**config.mk**
```make
export PLATFORM = sky130hd
export DESIGN_NAME = seq_code_lock
export DESIGN_NICKNAME = d
export VERILOG_FILES = /design/src/rtl/lock_pkg.sv /design/src/rtl/btn_press_det.sv /design/src/rtl/seq_code_lock.sv
export SDC_FILE = /design/constraint.sdc
export NUM_CORES = 1
export LEC_CHECK = 0
export ABC_AREA = 0
export CAP_MARGIN = 20
export CORE_MARGIN = 2
export CORE_UTILIZATION = 53
export DETAILED_ROUTE_END_ITERATION = 12
export PLACE_DENSITY_LB_ADDON = 0.1
export SLEW_MARGIN = 10
export SYNTH_ARGS = -nofsm -noshare
export SYNTH_HDL_FRONTEND = slang
export SYNTH_SLANG_ARGS = --single-unit
```
**constraint.sdc**
```tcl
create_clock -name clk -period 2.3 [get_ports clk]
set_input_delay 0.46 -clock clk [delete_from_list [all_inputs] [get_ports clk]]
set_output_delay 0.46 -clock clk [all_outputs]
set_load 0.05 [all_outputs]
```
**src/rtl/lock_pkg.sv**
```systemverilog
// rtl/lock_pkg.sv - shared state encoding for the sequential code lock
package lock_pkg;

    localparam int STATE_W = 2;

    typedef enum logic [STATE_W-1:0] {
        ENTRY   = 2'd0,
        OPEN    = 2'd1,
        LOCKOUT = 2'd2
    } lock_state_t;

endpackage

```
**src/rtl/btn_press_det.sv**
```systemverilog
// rtl/btn_press_det.sv - button rising-edge detect, one-hot check and digit encode
module btn_press_det #(
    parameter int NUM_BTN = 3,
    parameter int DIG_W   = 2
) (
    input  logic               clk,
    input  logic               reset,
    input  logic [NUM_BTN-1:0] btn,
    output logic               press,
    output logic               valid,
    output logic [DIG_W-1:0]   digit
);

    logic [NUM_BTN-1:0] btn_q;
    logic [NUM_BTN-1:0] rising;

    // btn_q tracks btn unconditionally so a button held across a state change never reads as a press
    always_ff @(posedge clk or posedge reset) begin
        if (reset) begin
            btn_q <= '0;
        end else begin
            btn_q <= btn;
        end
    end

    assign rising = btn & ~btn_q;
    assign press  = |rising;
    assign valid  = press && ((rising & (rising - NUM_BTN'(1))) == '0);

    always_comb begin
        digit = '0;
        for (int i = 0; i < NUM_BTN; i++) begin
            if (rising[i]) begin
                digit = DIG_W'(i);
            end
        end
    end

endmodule

```
**src/rtl/seq_code_lock.sv**
```systemverilog
// rtl/seq_code_lock.sv - sequential combination lock with open window, idle timeout and lockout
module seq_code_lock
    import lock_pkg::*;
#(
    parameter int                          NUM_BTN     = 3,
    parameter int                          CODE_LEN    = 4,
    parameter int                          DIG_W       = 2,
    parameter logic [CODE_LEN*DIG_W-1:0]   RST_CODE    = 8'b00_01_00_10,
    parameter int                          OPEN_CYC    = 50_000_000,
    parameter int                          TIMEOUT_CYC = 250_000_000,
    parameter int                          MAX_FAIL    = 3,
    parameter int                          LOCK_CYC    = 500_000_000
) (
    input  logic                            clk,
    input  logic                            reset,
    input  logic [NUM_BTN-1:0]              btn,
    input  logic                            code_wr,
    input  logic [CODE_LEN*DIG_W-1:0]       code_wdata,
    output logic                            open,
    output logic                            fail,
    output logic                            locked_out,
    output logic [$clog2(MAX_FAIL+1)-1:0]   fail_cnt,
    output logic [$clog2(CODE_LEN+1)-1:0]   pos
);

    localparam int FC_W  = $clog2(MAX_FAIL+1);
    localparam int POS_W = $clog2(CODE_LEN+1);
    localparam int MAX_CYC = (OPEN_CYC > TIMEOUT_CYC)
                           ? ((OPEN_CYC > LOCK_CYC) ? OPEN_CYC : LOCK_CYC)
                           : ((TIMEOUT_CYC > LOCK_CYC) ? TIMEOUT_CYC : LOCK_CYC);
    localparam int TMR_W = (MAX_CYC > 1) ? $clog2(MAX_CYC) : 1;

    // The shared timer is loaded with N-1 and the state acts on the cycle it reads zero
    localparam logic [TMR_W-1:0] OPEN_LOAD    = TMR_W'(OPEN_CYC - 1);
    localparam logic [TMR_W-1:0] TIMEOUT_LOAD = TMR_W'(TIMEOUT_CYC - 1);
    localparam logic [TMR_W-1:0] LOCK_LOAD    = TMR_W'(LOCK_CYC - 1);
    localparam logic [POS_W-1:0] LAST_POS     = POS_W'(CODE_LEN - 1);
    localparam logic [FC_W-1:0]  FAIL_MAX     = FC_W'(MAX_FAIL);

    lock_state_t                 state, state_n;
    logic [TMR_W-1:0]            timer, timer_n;
    logic [POS_W-1:0]            pos_q, pos_n;
    logic                        err, err_n;
    logic [CODE_LEN*DIG_W-1:0]   code, code_n;
    logic [FC_W-1:0]             fail_cnt_q, fail_cnt_n, fail_cnt_inc;
    logic                        fail_q, fail_n;

    logic                        press;
    logic                        valid;
    logic [DIG_W-1:0]            digit;
    logic [DIG_W-1:0]            exp_digit;
    logic                        mismatch;

    btn_press_det #(
        .NUM_BTN (NUM_BTN),
        .DIG_W   (DIG_W)
    ) u_press_det (
        .clk   (clk),
        .reset (reset),
        .btn   (btn),
        .press (press),
        .valid (valid),
        .digit (digit)
    );

    always_comb begin
        exp_digit = '0;
        for (int i = 0; i < CODE_LEN; i++) begin
            if (pos_q == POS_W'(i)) begin
                exp_digit = code[i*DIG_W +: DIG_W];
            end
        end
    end

    assign mismatch     = !valid || (digit != exp_digit);
    assign fail_cnt_inc = (fail_cnt_q == FAIL_MAX) ? fail_cnt_q : fail_cnt_q + FC_W'(1);

    always_ff @(posedge clk or posedge reset) begin
        if (reset) begin
            state      <= ENTRY;
            timer      <= '0;
            pos_q      <= '0;
            err        <= 1'b0;
            code       <= RST_CODE;
            fail_cnt_q <= '0;
            fail_q     <= 1'b0;
        end else begin
            state      <= state_n;
            timer      <= timer_n;
            pos_q      <= pos_n;
            err        <= err_n;
            code       <= code_n;
            fail_cnt_q <= fail_cnt_n;
            fail_q     <= fail_n;
        end
    end

    always_comb begin
        state_n    = state;
        timer_n    = timer;
        pos_n      = pos_q;
        err_n      = err;
        code_n     = code;
        fail_cnt_n = fail_cnt_q;
        fail_n     = 1'b0;

        case (state)
            ENTRY: begin
                if (press) begin
                    if (pos_q == LAST_POS) begin
                        pos_n = '0;
                        err_n = 1'b0;
                        if (err || mismatch) begin
                            fail_n     = 1'b1;
                            fail_cnt_n = fail_cnt_inc;
                            if (fail_cnt_inc == FAIL_MAX) begin
                                state_n = LOCKOUT;
                                timer_n = LOCK_LOAD;
                            end
                        end else begin
                            state_n    = OPEN;
                            timer_n    = OPEN_LOAD;
                            fail_cnt_n = '0;
                        end
                    end else begin
                        pos_n   = pos_q + POS_W'(1);
                        err_n   = err || mismatch;
                        timer_n = TIMEOUT_LOAD;
                    end
                end else if (pos_q != '0) begin
                    // Idle abort is silent: no fail pulse and the failure count is kept
                    if (timer == '0) begin
                        pos_n = '0;
                        err_n = 1'b0;
                    end else begin
                        timer_n = timer - TMR_W'(1);
                    end
                end
            end

            OPEN: begin
                if (code_wr) begin
                    code_n = code_wdata;
                end
                if (timer == '0) begin
                    state_n = ENTRY;
                    pos_n   = '0;
                    err_n   = 1'b0;
                end else begin
                    timer_n = timer - TMR_W'(1);
                end
            end

            LOCKOUT: begin
                if (timer == '0) begin
                    state_n    = ENTRY;
                    pos_n      = '0;
                    err_n      = 1'b0;
                    fail_cnt_n = '0;
                end else begin
                    timer_n = timer - TMR_W'(1);
                end
            end

            default: begin
                state_n = ENTRY;
                pos_n   = '0;
                err_n   = 1'b0;
            end
        endcase
    end

    assign open       = (state == OPEN);
    assign locked_out = (state == LOCKOUT);
    assign fail       = fail_q;
    assign fail_cnt   = fail_cnt_q;
    assign pos        = pos_q;

endmodule

```
# After elaboration in Yosys (flattened, before gate mapping)

Index checks and enable logic that the tools add are counted.

Add/subtract/negate cells: 4
Eq/ne operators: 15
Muxes and demuxes: 38
Bitwise logic cells: 3
Reductions and logical operators: 17

Operators by type and width:

| operator                                           | number |
|---|---|
| 2-to-1 mux 29 bit                                  | 6 |
| case mux 29 bit (2 select lines)                   | 1 |
| logical NOT 29 bit                                 | 1 |
| subtractor 29 x 1 -> 29 bit, second input constant | 1 |
| 2-to-1 mux 2 bit                                   | 14 |
| 2-to-1 mux 3 bit                                   | 4 |
| 2-to-1 mux 1 bit                                   | 9 |
| case mux 2 bit (2 select lines)                    | 2 |
| AND reduction 4 bit                                | 2 |
| AND 3 bit                                          | 2 |
| == test 2 bit, second input constant               | 3 |
| == test 3 x 2 -> 1 bit, second input constant      | 2 |
| logical NOT 3 bit                                  | 2 |
| != test 2 x 1 -> 1 bit, second input constant      | 3 |
| case mux 3 bit (2 select lines)                    | 1 |
| != test 5 bit, second input constant               | 1 |
| nonzero test 2 bit                                 | 2 |
| adder 3 x 1 -> 3 bit, second input constant        | 1 |
| == test 3 x 1 -> 1 bit, second input constant      | 1 |
| != test 3 x 2 -> 1 bit, second input constant      | 1 |
| != test 3 bit, second input constant               | 1 |
| NOT 3 bit                                          | 1 |
| AND reduction 3 bit                                | 1 |
| nonzero test 3 bit                                 | 1 |
| 13 further kinds                                   | 14 |

Flip-flop bits (word level): 49
Input bits: 14
Word-level logic and storage cells: 85

# Depth between registers and ports, before layout

Depth after elaboration: 13
Depth in mapped cells: 10
Gate-level depth less buffers: 9

# Hierarchy

A second synthesis with hierarchy kept.

Cells, all modules: 383
Area total of the unflattened synthesis: 3425.8 µm²

By module, submodules not included:

| module        | times used | cells an instance | area an instance (µm²) | seq. area each (µm²) |
|---|---|---|---|---|
| seq_code_lock | 1          | 370               | 3280.6                 | 1153.6 |
| btn_press_det | 1          | 13                | 145.1                  | 75.1 |

# Worst setup path after synthesis

OpenSTA, ideal clock, no wires.

Path type: reg-to-reg
Start point: register pos_q[0] (netlist: pos[0])
End point: register timer[2]
Setup time: 126 ps
Data arrival time: 2700 ps
Path slack: -527 ps
Stages on the path, launching flop included: 10
Clock period less this slack: 2827 ps
Cells stage by stage: dfrtp_1 > inv_1 > ha_1 > nor2b_1 > a2111oi_0 > o211ai_1 > o21a_1 > o21ai_2 > nand2_1 > o32a_1

Cells in the longest elaborated chain, start to end: 12
Elaborated cells on any way between the ends: 19
Those cells by class: eq/ne (6); mux (8); reduce/logical (5)

Ends and longest elaborated chain:

| what                             | line                 | text |
|---|---|---|
| start: declaration               | seq_code_lock.sv:42  | `logic [POS_W-1:0] pos_q, pos_n;` |
| start signal: assignment         | seq_code_lock.sv:90  | `pos_q <= pos_n;` |
| logical NOT 3 bit                | seq_code_lock.sv:69  | `if (pos_q == POS_W'(i)) begin` |
| 2-to-1 mux 2 bit (4 in series)   | seq_code_lock.sv:69  |  |
| != test 2 bit                    | seq_code_lock.sv:75  | `assign mismatch = !valid \|\| (digit != exp_digit);` |
| logical OR 1 bit                 | seq_code_lock.sv:75  |  |
| logical OR 1 bit                 | seq_code_lock.sv:113 | `if (err \|\| mismatch) begin` |
| 2-to-1 mux 29 bit                | seq_code_lock.sv:113 |  |
| 2-to-1 mux 29 bit                | seq_code_lock.sv:110 | `if (pos_q == LAST_POS) begin` |
| 2-to-1 mux 29 bit                | seq_code_lock.sv:109 | `if (press) begin` |
| case mux 29 bit (2 select lines) | seq_code_lock.sv:107 | `case (state)` |
| end signal: assignment           | seq_code_lock.sv:89  | `timer <= timer_n;` |
| end: declaration                 | seq_code_lock.sv:41  | `logic [TMR_W-1:0] timer, timer_n;` |

Several ways; a longest one is shown, not always the timed one.
A chain may end at the register's enable or synchronous reset.

# Worst setup path after layout

Start point: register pos_q[1] (netlist: pos[1])
End point: register timer[11]

Same word-level chain as after synthesis.

==> out/results.txt <==
Outcome - finished, violations left
Failing checks - setup timing
Ant diodes - 0
Fin Setup TNS - -3023 ps
Drt total wl - 10160 um
Fin crit share - 1.075
Worst Setup End Kind - flip-flop
Pre-Repair DR Iteration Count - 5
Post-detail-place hpwl - 6291 um
Clock-pin slew on the worst setup and hold paths - 100 ps
Vias in the first global route - 3144
Worst-Margin Slew - 648.3 ps
WL/cell - 19.76 um
Final Hold Violating Endpoints - 0
CP Class - reg -> reg
Most common cell in the netlist - dfrtp_1
Die W - 79.38 um
Root buffer cell - clkbuf_8
Avg Cell Area, Syn - 9.126 um^2
CTS tree - done
Total CTS buffers - 5
Initial antenna violation count - 0
Hold Buf Count CTS - 0
Sw frac - 0.4374
CP max FO - 5
Clock Tree Buf Depth - 2
GR Util met2 - 0.4966
Synth cell types - 58
Critical path data required time - 2490 ps
Final WS setup - -171.9 ps
Wire length of the first global-routing pass - 15230 um
Largest net degree at the start of global routing - 30
Ys flop type - dfrtp_1
Grt met3 use - 0.04751
GRT met1 Usage - 0.4317
Max-cap viol count - 0
R2R Path Start - pos[1]
End of the critical path - timer[11]
Worst-path cell chain - inv_4, ha_4, nand3b_1, a2111o_1, mux2i_2, o21ai_2, a21boi_4, buf_2, o31ai_2, o41ai_2
Synth warnings - 0
Vias - 3317
Max incr delay on CP - 420 ps
Sequential cell area - 1231 um^2
Leakage - 1.881 nW
Worst hold margin - 513.8 ps
Post-placement cell count - 497
Layout cells sized above 1 - 0.4389
Synthesis-to-layout area growth - 50.48%
Synth cell count leaders - dfrtp_1 (47), a21oi_1 (26), nor2_1 (25)
F_max - 404.5 MHz
CP arrival - 2660 ps
Synth top area cells - dfrtp_1 (39%), a21oi_1 (4.3%), ha_1 (3.7%)
Critical path launch point - pos[1]
Pwr/cell area - 1169 nW/um^2
H-tree depth reported by CTS - 2
FF-to-FF End - timer[11]
FFs w/ async S/R, synth - 1.000
Port buffer count - 21
Fin cells - 514
Register bit total from synthesis - 49
# setup viols final - 31
Multi-input logic area - 2061 um^2
Avg Vias per Cell - 6.453
Total GRT Usage - 0.3112
DR iter-0 viols - 298
P_sw - 2.317 mW
Drc violations - 0
Pins Over Slew Limit - 0
Initial Util - 0.5469
RSZ-0062 raised after global routing - true
Rel. slew slack - 0.5672
Post-layout util - 0.8230
Clk pwr share - 0.103
Grt ovf - 0
Synthesized Nets - 353
Sequential group share of total power - 0.269
Worst setup SP type - flip-flop
Layout Skew - 12.41 ps
Num rows - 27
Logic gate share of total power - 0.629
GRT busiest layer - met2
# fillers - 294
Die ar. - 6301 um^2
R2R Setup Slk - -170 ps
Placement Setup Slack - -432.2 ps
Die H - 79.38 um
Critical path's slowest cell - dfrtp_2
Worst hold path class - reg -> reg
Maximum vdd drop - 0.7752 mV
Gpl congestion - 0.8803
Nets - 464
Tmin final - 2472 ps
Clk sinks - 49
Post-synth EDFFs - 0
IO Count - 22
Cell taking the most area after synthesis - dfrtp_1
Synth top area share - 0.3905
Sequential share of the synthesized area - 0.4080
Core ar. - 5507 um^2
Clock Latency Late Sink - 310 ps
Post-Syn Instances - 330
Pint - 2.980 mW
Synthesized area - 3012 um^2
Path depth of the worst reg2reg path - 10
Post-route ant nets - 0
## layout make-up
cell class                 instances  share of cell area
clock buffer                       8             0.01988
inverter                          13             0.01187
timing repair buffer             120              0.2220
sequential                        49              0.2717
multi-input combinational        252              0.4547
tap                               72             0.01988
## worst min-delay path by stage
stage,start,cells after the start,to,slack (ps)
after floorplan,timer[8],2,timer[8],460
after CTS,code[5],1,code[5],520
after global routing,code[5],1,code[5],540
after global placement,timer[12],2,timer[12],480
final,code[5],1,code[5],510
after detailed placement,code[5],1,code[5],500
## routing by layer
metal,share of wire,up-vias
li1,-,1470
met5,0,-
met4,0.026,0
met3,0.071,36
met1,0.42,1609
met2,0.48,202
## power groups by stage
stage          sequential, mW  combinational [mW]  clock, mW
2_1_floorplan            1.53                1.46          0
3_3_place_gp             1.38                2.62          0
3_5_place_dp             1.39                2.69          0
4_1_cts                  1.41                2.95      0.544
5_1_grt                  1.45                3.54      0.575
6_report                 1.42                3.33      0.543
## critical path: cells and delay by family, from the launching register on
| family | cells | cell delay, ps |
|---|---|---|
| muxes | 1 | 190 |
| adders and majority gates | 1 | 160 |
| buffers and inverters | 2 | 250 |
| and+or+nand+nor | 1 | 150 |
| DFF | 1 | 420 |
| AOI/OAI and AO/OA | 5 | 1160 |
## cell usage in the layout, fill, tap and decap left out, drive strengths merged, types with 3 or more instances in the layout
master / n
o21ai: 24
nand2b: 5
nand2: 24
ha: 9
dfrtp: 47
inv: 13
buf: 100
or4: 3
nor3: 18
a2bb2oi: 4
nor2: 25
a21boi: 3
o211ai: 6
mux2: 8
nand3: 5
nand3b: 3
o21a: 3
a21oi: 26
or3: 3
clkdlybuf4s50: 20
o31ai: 14
mux2i: 3
nor4: 4
nor2b: 7
nor4b: 5
clkbuf: 8
o22a: 6
a31oi: 14
or2: 3
## through the flow
stage / power [mW] / cell area (um^2)
finish: 5.296 / 4532
global route: 5.566 / 4532
floorplan: 2.991 / 3067
detailed placement: 4.083 / 3961
global placement: 4.005 / 3961
CTS: 4.906 / 4320
## timing repair
item,CTS,global route
buffers inserted,5,3
cloned,1,1
pin swaps,11,20
endpoints found under the setup margin,36,36
endpoints found under the hold margin,0,0
gates resized for setup,48,46
## sequential cells by signal, indices dropped and copies added (netlist names)
signal	count
timer	29
code	8
pos	3
u_press_det.btn_q	3
fail_cnt	2
state	2
err	1
fail	1
## cell families after synthesis
family                     Yosys count  share of synthesized area
AOI/OAI and AO/OA                  121                     0.2705
xor gates and xnor gates             1                   0.002909
adders and majority gates            9                    0.03739
buffers and inverters               30                    0.04362
DFF                                 49                     0.4080
muxes                               11                    0.03989
and+or+nand+nor                    109                     0.1978
No activity file was read; power rests on OpenSTA's default activity.
